File: src/rtl/sync_pkg.sv
// -----------------------------------------------------------------------------
// sync_pkg
// Shared constants and helpers for the sync_debounce block.
//   SYNC_STAGES_MIN     : shallowest synchroniser chain accepted by the top.
//   DEBOUNCE_CYCLES_MIN : smallest debounce window (1 = no filtering).
//   GLITCH_CNT_W        : width of each per-channel aborted-transition counter
//                         (only used when SYNC_DEBOUNCE_GLITCH_CNT_EN is defined).
//   cnt_width()         : width of the debounce counter for a given window.
// -----------------------------------------------------------------------------
package sync_pkg;

   localparam int SYNC_STAGES_MIN     = 2;
   localparam int DEBOUNCE_CYCLES_MIN = 1;
   localparam int GLITCH_CNT_W        = 8;

   // Counter must be able to hold DEBOUNCE_CYCLES-1.
   function automatic int cnt_width(input int cycles);
      return $clog2(cycles + 1);
   endfunction

endpackage

File: src/rtl/sync_debounce_ch.sv
// -----------------------------------------------------------------------------
// sync_debounce_ch
// One channel of sync_debounce: flop-chain synchroniser, debounce counter,
// debounced level and one-cycle edge strobes.
// Optional feature (macro SYNC_DEBOUNCE_GLITCH_CNT_EN): saturating count of
// transitions that were aborted before the debounce window completed.
// Ports:
//   clock        : sole clock, rising edge
//   i_rst        : synchronous active-high reset
//   i_async      : asynchronous input bit
//   o_level      : debounced, synchronised level
//   o_rise       : one-cycle strobe when o_level goes 0->1
//   o_fall       : one-cycle strobe when o_level goes 1->0
//   o_glitch_cnt : aborted-transition count (macro builds only)
// -----------------------------------------------------------------------------
module sync_debounce_ch
   import sync_pkg::*;
#(
   parameter int   SYNC_STAGES     = 3,
   parameter int   DEBOUNCE_CYCLES = 4,
   parameter logic RESET_LEVEL     = 1'b0
) (
   input  logic clock,
   input  logic i_rst,
   input  logic i_async,
   output logic o_level,
   output logic o_rise,
   output logic o_fall
`ifdef SYNC_DEBOUNCE_GLITCH_CNT_EN
   ,
   output logic [GLITCH_CNT_W-1:0] o_glitch_cnt
`endif
);

   localparam int             CNT_W    = cnt_width(DEBOUNCE_CYCLES);
   localparam logic [CNT_W-1:0] CNT_LAST = CNT_W'(DEBOUNCE_CYCLES - 1);

   logic [SYNC_STAGES-1:0] chain_p;
   logic [CNT_W-1:0]       cnt;
   logic                   synced;

   assign synced = chain_p[SYNC_STAGES-1];

`ifdef SYNC_DEBOUNCE_GLITCH_CNT_EN
   function automatic logic [GLITCH_CNT_W-1:0] sat_inc(input logic [GLITCH_CNT_W-1:0] v);
      return (v == '1) ? v : v + 1'b1;
   endfunction
`endif

   always_ff @(posedge clock) begin
      if (i_rst) begin
         chain_p <= {SYNC_STAGES{RESET_LEVEL}};
         o_level <= RESET_LEVEL;
         cnt     <= '0;
         o_rise  <= 1'b0;
         o_fall  <= 1'b0;
`ifdef SYNC_DEBOUNCE_GLITCH_CNT_EN
         o_glitch_cnt <= '0;
`endif
      end else begin
         // Synchroniser boundary: pure shift, no logic between stages.
         chain_p <= {chain_p[SYNC_STAGES-2:0], i_async};
         o_rise  <= 1'b0;
         o_fall  <= 1'b0;
         // Debounce boundary: accept a new level only after it has held for
         // the whole window; any return to the current level restarts it.
         if (synced == o_level) begin
            cnt <= '0;
`ifdef SYNC_DEBOUNCE_GLITCH_CNT_EN
            if (cnt != '0) o_glitch_cnt <= sat_inc(o_glitch_cnt);
`endif
         end else if (cnt == CNT_LAST) begin
            o_level <= synced;
            cnt     <= '0;
            o_rise  <= synced;
            o_fall  <= ~synced;
         end else begin
            cnt <= cnt + 1'b1;
         end
      end
   end

endmodule

File: src/rtl/sync_debounce.sv
// -----------------------------------------------------------------------------
// sync_debounce
// Multi-channel synchroniser + debounce filter with registered edge strobes,
// for pads and async status lines entering the `clock` domain.
// Optional feature (macro SYNC_DEBOUNCE_GLITCH_CNT_EN): adds o_glitch_cnt,
// 8 bits per channel, channel c at [8c+7:8c].
// Ports:
//   clock        : sole clock, rising edge
//   i_rst        : synchronous active-high reset
//   i_async      : [CHANNELS] asynchronous inputs
//   o_level      : [CHANNELS] debounced synchronised levels
//   o_rise       : [CHANNELS] one-cycle 0->1 strobes
//   o_fall       : [CHANNELS] one-cycle 1->0 strobes
//   o_glitch_cnt : [CHANNELS*8] aborted-transition counters (macro builds only)
// -----------------------------------------------------------------------------
module sync_debounce
   import sync_pkg::*;
#(
   parameter int   CHANNELS        = 1,
   parameter int   SYNC_STAGES     = 3,
   parameter int   DEBOUNCE_CYCLES = 4,
   parameter logic RESET_LEVEL     = 1'b0
) (
   input  logic                clock,
   input  logic                i_rst,
   input  logic [CHANNELS-1:0] i_async,
   output logic [CHANNELS-1:0] o_level,
   output logic [CHANNELS-1:0] o_rise,
   output logic [CHANNELS-1:0] o_fall
`ifdef SYNC_DEBOUNCE_GLITCH_CNT_EN
   ,
   output logic [CHANNELS*GLITCH_CNT_W-1:0] o_glitch_cnt
`endif
);

   if (CHANNELS < 1) begin : g_bad_channels
      $error("sync_debounce: CHANNELS must be >= 1");
   end
   if (SYNC_STAGES < SYNC_STAGES_MIN) begin : g_bad_stages
      $error("sync_debounce: SYNC_STAGES below minimum");
   end
   if (DEBOUNCE_CYCLES < DEBOUNCE_CYCLES_MIN) begin : g_bad_debounce
      $error("sync_debounce: DEBOUNCE_CYCLES below minimum");
   end

   for (genvar c = 0; c < CHANNELS; c++) begin : g_ch
      sync_debounce_ch #(
         .SYNC_STAGES    (SYNC_STAGES),
         .DEBOUNCE_CYCLES(DEBOUNCE_CYCLES),
         .RESET_LEVEL    (RESET_LEVEL)
      ) u_ch (
         .clock  (clock),
         .i_rst  (i_rst),
         .i_async(i_async[c]),
         .o_level(o_level[c]),
         .o_rise (o_rise[c]),
         .o_fall (o_fall[c])
`ifdef SYNC_DEBOUNCE_GLITCH_CNT_EN
         ,
         .o_glitch_cnt(o_glitch_cnt[c*GLITCH_CNT_W +: GLITCH_CNT_W])
`endif
      );
   end

endmodule

File: config.mk
export PLATFORM = sky130hd
export DESIGN_NAME = sync_debounce
export DESIGN_NICKNAME = d
export VERILOG_FILES = /design/src/rtl/sync_pkg.sv /design/src/rtl/sync_debounce_ch.sv /design/src/rtl/sync_debounce.sv
export SDC_FILE = /design/constraint.sdc
export NUM_CORES = 1
export LEC_CHECK = 0
export ABC_AREA = 0
export CAP_MARGIN = 5
export CORE_AREA = 5 5 42 44
export DETAILED_ROUTE_END_ITERATION = 6
export DIE_AREA = 0 0 47 49
export GPL_ROUTABILITY_DRIVEN = 0
export PLACE_DENSITY = 0.45
export SETUP_SLACK_MARGIN = 0.3
export SKIP_LAST_GASP = 1
export SYNTH_ARGS = -nofsm -noshare
export SYNTH_HDL_FRONTEND = slang
export SYNTH_SLANG_ARGS = --single-unit
File: constraint.sdc
create_clock -name clock -period 1.3 [get_ports clock]
set_input_delay 0.13 -clock clock [delete_from_list [all_inputs] [get_ports clock]]
set_output_delay 0.13 -clock clock [all_outputs]
set_load 0.02 [all_outputs]
; Word-level counts from Yosys, hierarchy flattened
; Index checks and enable logic that the tools add are counted.
[word_totals]
regBits = 9
word_cells = 14
in_bits = 3
[classes]
n_eq_ne = 2
addsub = 1
reduce_logical = 3
bitwise_logic = 3
[op_table]
columns = operator, n
row1 = $reduce_or A3 Y1, 2
row2 = $add A3 B1 Y3 const B, 1
row3 = $eq A3 B2 Y1 const B, 1
row4 = $not A1 Y1, 3
row5 = $reduce_and A2 Y1, 1
row6 = $eq A1 B1 Y1, 1

; Depth between registers and ports, before layout
; Gate-level depths: netlist (run 1).
[logic_depth]
word_depth = 3
depth_mapped = 4

; Worst setup path before layout (run 1)
; No wires, ideal clock.
[synth_path]
path_type = register -> register
start = reg g_ch[0].u_ch.cnt[0]
end = reg g_ch[0].u_ch.o_fall
path_stages_with_launch = 4
setup_slack_ns = 0.244
period_less_slack_ns = 1.056
n_path_buf = 0
arrival_ns = 0.938
path_cell_list = dfxtp_1 -> ha_1 -> ha_1 -> and4bb_2
[synth_between]
elab_chain_cells = 3
[synth_lines]
columns = item, line_no
row1 = "start, declared", sync_debounce_ch.sv:39  ; logic [CNT_W-1:0] cnt;
row2 = "start signal, assigned", sync_debounce_ch.sv:78  ; cnt <= cnt + 1'b1;
row3 = $eq A3 B2 Y1, sync_debounce_ch.sv:72  ; end else if (cnt == CNT_LAST) begin
row4 = $not A1 Y1 (no source line), n/a
row5 = $reduce_or A3 Y1 (no source line), n/a
row6 = "end signal, assigned", sync_debounce_ch.sv:76  ; o_fall <= ~synced;
row7 = "end, declared", sync_debounce_ch.sv:28  ; output logic o_fall
; Every way passes these cells.
; A chain may end at the register's enable or synchronous reset.

; Final worst setup path (run 1)
[layout_path]
start = reg g_ch[0].u_ch.cnt[0]
end = reg g_ch[0].u_ch.o_level
[layout_between]
elab_chain_cells = 2
[layout_lines]
columns = item, line_no
row1 = $eq A3 B2 Y1, sync_debounce_ch.sv:72
row2 = $reduce_and A2 Y1 (no source line), n/a
row3 = "end signal, assigned", sync_debounce_ch.sv:73  ; o_level <= synced;
row4 = "end, declared", sync_debounce_ch.sv:26  ; output logic o_level,
; Every way passes these cells.

==> impl_metrics.py, run 1 <==
metrics = {
    "floorplan": {
        "start_util_pct": 21.6,
        "die_h_um": 49,
        "io_pins": 6,
        "die_w_um": 47,
        "row_count": 14,
        "core_area_mm2": 0.00140,
        "die_area_mm2": 0.00230,
    },
    "power": {
        "ir_worst_vdd_v": 0.000582,
        "power.share.sequential_pct": 55.4,
        "power-per-cell-area_mw_per_mm2": 1110,
        "p_int_w": 0.000409,
        "clock_power_share_pct": 40.8,
        "switchingPower_w": 0.000101,
        "power_frac_comb_pct": 3.8,
        "p_sw_share_pct": 19.8,
        "p_leak_nw": 0.154,
    },
    "run_status": {
        "status": "finished clean",
    },
    "clock_network": {
        "cts_root_buf": "clkbuf_4",
        "cts.sinks": 9,
        "ctsHtreeMaxLevel": 1,
        "clk-insertion-delay-late_ps": 260,
        "numCtsBuffers": 3,
        "tritoncts": "built",
        "clkTransAtPathRegs_ps": 60,
        "cts.hold.buffers_added": 0,
        "clockBufferDepth": 2,
    },
    "synthesis": {
        "synth_seq_cells": 9,
        "synth_cell_types": 10,
        "syn_area_um2": 303,
        "syn_inst": 23,
        "synthTopCellsByArea": "dfxtp_1 60%, and4bb_2 8.3%, ha_1 8.3%",
        "syn-num-nets": 28,
        "synth_area_per_cell_um2": 13.2,
        "synth.largest_area_cell": "dfxtp_1",
        "yosys_warnings": 0,
        "seq_area_frac_synth_pct": 59.5,
        "synth_top_area_share_pct": 59.5,
    },
    "layout": {
        "area_growth_pct": 52.1,
        "antenna_cells": 0,
        "fin_nets": 39,
        "layout-drive-gt1-share_pct": 51.5,
        "final_cell_mix": "7 x dfxtp_1, 3 x nor2b_1, 3 x clkbuf_4",
        "design_area_um2": 460,
        "layout_commonest_cell": "dfxtp_1",
    },
    "critical_path": {
        "r2r-end": "g_ch[0].u_ch.o_level",
        "crit_arrival_ps": 1170,
        "crit_path_end_kind": "flip-flop",
        "worstPathRequired_ps": 1430,
        "r2r_slack_ps": 260,
        "critPathLaunchType": "flip-flop",
        "worst_r2r_path_depth": 4,
        "rr_startpoint": "g_ch[0].u_ch.cnt[0]",
        "cp_max_fo": 6,
        "crit_type": "flip-flop to flip-flop",
    },
    "global_routing": {
        "grt_max_degree": 10,
        "grt_pass1_wl_um": 959,
        "antenna_found_initial": 0,
        "grt_overflow": 0,
        "track_usage_pct": 6.14,
        "grt_pass1_vias": 220,
    },
    "sta": {
        "setup_ws_ps": 257,
        "finalHoldViolCount": 0,
        "fin_skew_ps": 9.41,
        "holdWs_ps": 442,
        "period_needed_ps": 1040,
        "setup_viol": 0,
        "setup_tns_ps": 0,
        "maxSlewHeadroom_pct": 72.7,
        "grt_setup_unrepaired": "true",
        "post-route-period-util_pct": 80.2,
        "max_freq_ghz": 0.959,
        "worst_pin_slew_ps": 408,
        "drv_slew": 0,
    },
    "placed_design": {
        "numPortBuffers": 5,
        "pre_cts_slack_ps": 104,
        "placed_area_um2": 388,
    },
    "detailed_routing": {
        "drt_iter0_markers": 0,
        "drt_pass1_iterations": 1,
        "vias": 207,
        "viasPerCell": 4.22,
        "drc": 0,
        "routed_wl_um": 587,
        "ant_nets": 0,
        "wl_per_cell_um": 12.0,
    },
    "worst_hold_path": {
        "min_to": "g_ch[0].u_ch.chain_p[0]",
        "whs_path_depth": 2,
        "hp-class": "input pin to flip-flop",
        "hp-start": "i_async",
    },
    "job": {
        "drv_cap": 0,
    },
}
==> cells by family after synthesis <==
group | Yosys count | synth area share (%)
and+or+nand+nor | 9 | 24.8
DFF | 9 | 59.5
adders and majority gates | 2 | 8.26
xor gates and xnor gates | 1 | 2.89
buffers and inverters | 1 | 1.24
muxes | 1 | 3.31
==> stage by stage <==
stage / total power, W / util [%] / instances
after floorplan: 0.000293 / - / 23
after global placement: 0.000302 / 27.7 / 44
after detailed placement: 0.000303 / 27.7 / 44
after CTS: 0.000520 / 31.8 / 49
after global routing: 0.000540 / 32.9 / 49
final: 0.000510 / 32.9 / 49
==> critical path: stages (launching register included) <==
cell and delay (ps):
dfxtp_2 350, ha_4 140, ha_4 180, mux2i_1 190, nor2_1 50
==> worst max-delay path by stage <==
stage                              startpoint                    to  slack, ps
final                     g_ch[0].u_ch.cnt[0]  g_ch[0].u_ch.o_level        260
after global routing      g_ch[0].u_ch.cnt[0]  g_ch[0].u_ch.o_level        200
after CTS                 g_ch[0].u_ch.cnt[0]  g_ch[0].u_ch.o_level        240
after detailed placement                i_rst   g_ch[0].u_ch.o_rise        100
after global placement                  i_rst   g_ch[0].u_ch.o_fall        140
after floorplan           g_ch[0].u_ch.cnt[0]  g_ch[0].u_ch.o_level        330
==> area by class of cell <==
cell class | count | area [um^2]
Fill cell | 150 | 941
Sequential cell | 9 | 183
Multi-Input combinational cell | 13 | 173
Timing Repair Buffer | 6 | 55.1
Clock buffer | 4 | 26.3
Tap cell | 16 | 20.0
Inverter | 1 | 3.75
==> routing by layer <==
| metal | GRT usage [%] | vias to the layer above | share of wire [%] |
|---|---|---|---|
| li1 | - | 100 | - |
| met1 | 5.76 | 97 | 39 |
| met2 | 8.60 | 8 | 48 |
| met3 | 6.27 | 2 | 8.7 |
| met4 | 2.76 | 0 | 3.6 |
| met5 | 0 | - | 0 |
==> flip-flops by register name, summed over array words and instances, names as in the netlist <==
name,count
g_ch.u_ch.chain_p,3
g_ch.u_ch.o_level,1
g_ch.u_ch.o_rise,1
g_ch.u_ch.cnt,3
g_ch.u_ch.o_fall,1
==> Yosys cell counts <==
library cell,count
dfxtp_1,9
nor2b_1,3
and4bb_2,2
ha_1,2
nor4_1,2
inv_1,1
mux2i_1,1
nor2_1,1
nor4b_2,1
xnor2_1,1
==> power by group through the flow <==
stage               Sequential [W]  Clock [W]  Combinational (W)
global placement          0.000288          0          0.0000147
detailed placement        0.000288          0          0.0000153
CTS                       0.000282   0.000220          0.0000186
global route              0.000283   0.000236          0.0000212
floorplan                 0.000287          0         0.00000524
finish                    0.000282   0.000208          0.0000195
==> repair_timing <==
item,CTS,global route
resized for setup,14,3
endpoints found under the setup margin,9,7
buffers inserted,1,0
pin swaps,3,1
No activity file was read; power rests on OpenSTA's default activity.
==> run 2: changes to the inputs <==
==> constraint.sdc (replaced) <==
create_clock -name clock -period 1.08 [get_ports clock]
set_input_delay 0.108 -clock clock [delete_from_list [all_inputs] [get_ports clock]]
set_output_delay 0.108 -clock clock [all_outputs]
set_load 0.02 [all_outputs]
==> run 2 against run 1 <==
  * Register-to-register slack worse by 180 ps
  * Highest routed layer is now met3
  * Combinational power up 15%
  * Largest power group unchanged
  * Flip-flop and latch count did not move
  * Design area up 2.4%
  * Routed wire length decreased by 10%
  * Global-route usage fell by 0.64 points
  * Fmax increased by 4.5%
  * Sequential share of layout area decreased by 0.42 points
  * Clock skew is 5.7 ps lower
  * Largest cell class unchanged
==> impl_metrics.py, run 2 (synthesis results as in run 1) <==
metrics = {
    "run_status": {
        "status": "finished clean",
    },
    "floorplan": {
        "die_h_um": 49,
        "die_area_mm2": 0.00230,
        "die_w_um": 47,
        "start_util_pct": 21.6,
        "core_area_mm2": 0.00140,
        "row_count": 14,
        "io_pins": 6,
    },
    "global_routing": {
        "grt_pass1_vias": 215,
        "antenna_found_initial": 0,
        "grt_max_degree": 7,
        "grt_overflow": 0,
        "grt_pass1_wl_um": 876,
        "track_usage_pct": 5.51,
    },
    "critical_path": {
        "cp_max_fo": 6,
        "cp_common_cell": "ha_4",
        "crit_family": "adder cells",
        "crit_path_end_kind": "flip-flop",
        "critPathSlowestCell": "dfxtp_2",
        "crit_chain": "ha_4 > ha_4 > nor4_1",
        "crit_type": "flip-flop to flip-flop",
        "worst_r2r_path_depth": 3,
        "worstPathRequired_ps": 1250,
        "r2r_slack_ps": 80,
        "crit_arrival_ps": 1160,
        "max_stage_delay_ps": 330,
        "rr_startpoint": "g_ch[0].u_ch.cnt[1]",
        "path_buf_inv": 0,
        "critPathLaunchType": "flip-flop",
        "r2r-end": "g_ch[0].u_ch.cnt[2]",
    },
    "power": {
        "ir_worst_vdd_v": 0.000437,
        "power_w": 0.000611,
        "p_leak_nw": 0.179,
        "power-per-cell-area_mw_per_mm2": 1300,
    },
    "detailed_routing": {
        "drt_pass1_iterations": 2,
        "wl_per_cell_um": 10.4,
        "drt_iter0_markers": 1,
        "routed_wl_um": 528,
        "viasPerCell": 4.06,
        "ant_nets": 0,
        "vias": 207,
        "drc": 0,
    },
    "sta": {
        "fin_skew_ps": 3.76,
        "max_freq_ghz": 1.00,
        "post-route-period-util_pct": 92.4,
        "worst_pin_slew_ps": 243,
        "setup_viol": 0,
        "maxSlewHeadroom_pct": 83.7,
        "drv_slew": 0,
        "grt_setup_unrepaired": "true",
        "period_needed_ps": 998,
        "setup_ws_ps": 82.0,
        "setup_tns_ps": 0,
        "finalHoldViolCount": 0,
    },
    "clock_network": {
        "cts.hold.buffers_added": 0,
        "cts_root_buf": "clkbuf_4",
        "cts.sinks": 9,
        "ctsHtreeMaxLevel": 1,
        "tritoncts": "built",
        "clkTransAtPathRegs_ps": 60,
        "clockBufferDepth": 2,
        "clk-insertion-delay-late_ps": 250,
        "numCtsBuffers": 3,
    },
    "layout": {
        "finish.utilization_pct": 33.7,
        "layout_commonest_cell": "dfxtp_1",
        "reg_top3": "g_ch.u_ch.chain_p (3), g_ch.u_ch.cnt (3)",
        "antenna_cells": 0,
        "fillers": 159,
        "area_growth_pct": 55.8,
        "fin_nets": 41,
        "regArea_um2": 185,
        "layout-drive-gt1-share_pct": 57.1,
        "final_cell_mix": "5 x dfxtp_1, 4 x dfxtp_2",
        "multi_input_area_um2": 158,
    },
    "placed_design": {
        "dp_hpwl_um": 404,
        "pre_cts_slack_ps": -1.59,
        "numPortBuffers": 5,
    },
    "worst_hold_path": {
        "whs_path_depth": 2,
        "hp-start": "i_rst",
        "min_to": "g_ch[0].u_ch.cnt[0]",
        "hp-class": "input pin to flip-flop",
    },
    "job": {
        "drv_cap": 0,
    },
}
==> run 2: cell types whose count changed in the layout (fill, tap and decap cells not counted), sizes merged <==
cell	delta
buf	+4
clkdlybuf4s15	-2
clkdlybuf4s50	-1
dlymetal6s2s	+1
==> run 2: final cells by class <==
class / instances / area share, %
multi-input cells: 13 / 33.4
well taps: 16 / 4.24
inverters: 1 / 0.796
flip-flops and latches: 9 / 39.3
clock buffers: 4 / 5.57
repair buffers: 8 / 16.7
==> run 2: metrics by stage <==
step / cell area [um^2] / hold WS, ps / cells
floorplan: 330 / 172 / 23
global placement: 415 / 430 / 46
detailed placement: 415 / 427 / 46
CTS: 460 / 394 / 51
global route: 472 / 211 / 51
finish: 472 / 188 / 51
==> run 2: what timing repair did <==
item	in CTS	in global routing
pin swaps	1	1
endpoints found under the setup margin	9	12
gates resized for setup	17	6
setup buffers	1	0
==> run 2: where the power goes <==
| group | switching [W] | leakage [nW] | internal (W) | total [W] |
|---|---|---|---|---|
| registers | 0.00000277 | 0.0751 | 0.000337 | 0.000340 |
| clock network | 0.000107 | 0.0150 | 0.000142 | 0.000248 |
| logic | 0.00000818 | 0.0887 | 0.0000144 | 0.0000225 |
| total | 0.000118 | 0.179 | 0.000493 | 0.000611 |
==> run 2: routing by layer <==
layer  track usage (%)  wire length, um  up-vias
met2              7.24              274        3
met3              2.21               22        0
li1                  -                -      106
met4              4.15                0        0
met5                 0                0        -
met1              6.87              231       98
==> run 2: how the worst max path moves through the flow <==
| stage | cells after the start | slack (ps) | end | startpoint |
|---|---|---|---|---|
| final | 3 | 80 | g_ch[0].u_ch.cnt[2] | g_ch[0].u_ch.cnt[1] |
| after global routing | 4 | 40 | g_ch[0].u_ch.o_level | g_ch[0].u_ch.cnt[0] |
| after CTS | 3 | 70 | g_ch[0].u_ch.cnt[2] | g_ch[0].u_ch.cnt[0] |
| after detailed placement | 2 | -2 | g_ch[0].u_ch.o_rise | i_rst |
| after global placement | 2 | 40 | g_ch[0].u_ch.o_rise | i_rst |
| after floorplan | 3 | 130 | g_ch[0].u_ch.o_fall | g_ch[0].u_ch.cnt[0] |
==> run 2: worst reg2reg max path, delay by kind of cell, from the launching register on <==
kind | cells | cell delay, ps
AND/OR/NAND/NOR | 1 | 250
adder cells (fa/ha/maj) | 2 | 340
flip-flops | 1 | 330
==> run 3: changes to the inputs <==
--- a/config.mk
+++ b/config.mk
@@ -11,6 +11,7 @@
 export DETAILED_ROUTE_END_ITERATION = 6
 export DIE_AREA = 0 0 47 49
 export GPL_ROUTABILITY_DRIVEN = 0
+export GPL_TIMING_DRIVEN = 1
 export PLACE_DENSITY = 0.45
 export SETUP_SLACK_MARGIN = 0.3
 export SKIP_LAST_GASP = 1
==> results of run 3 <==
The final DEF is identical to that of run 2; final timing and power are the same.
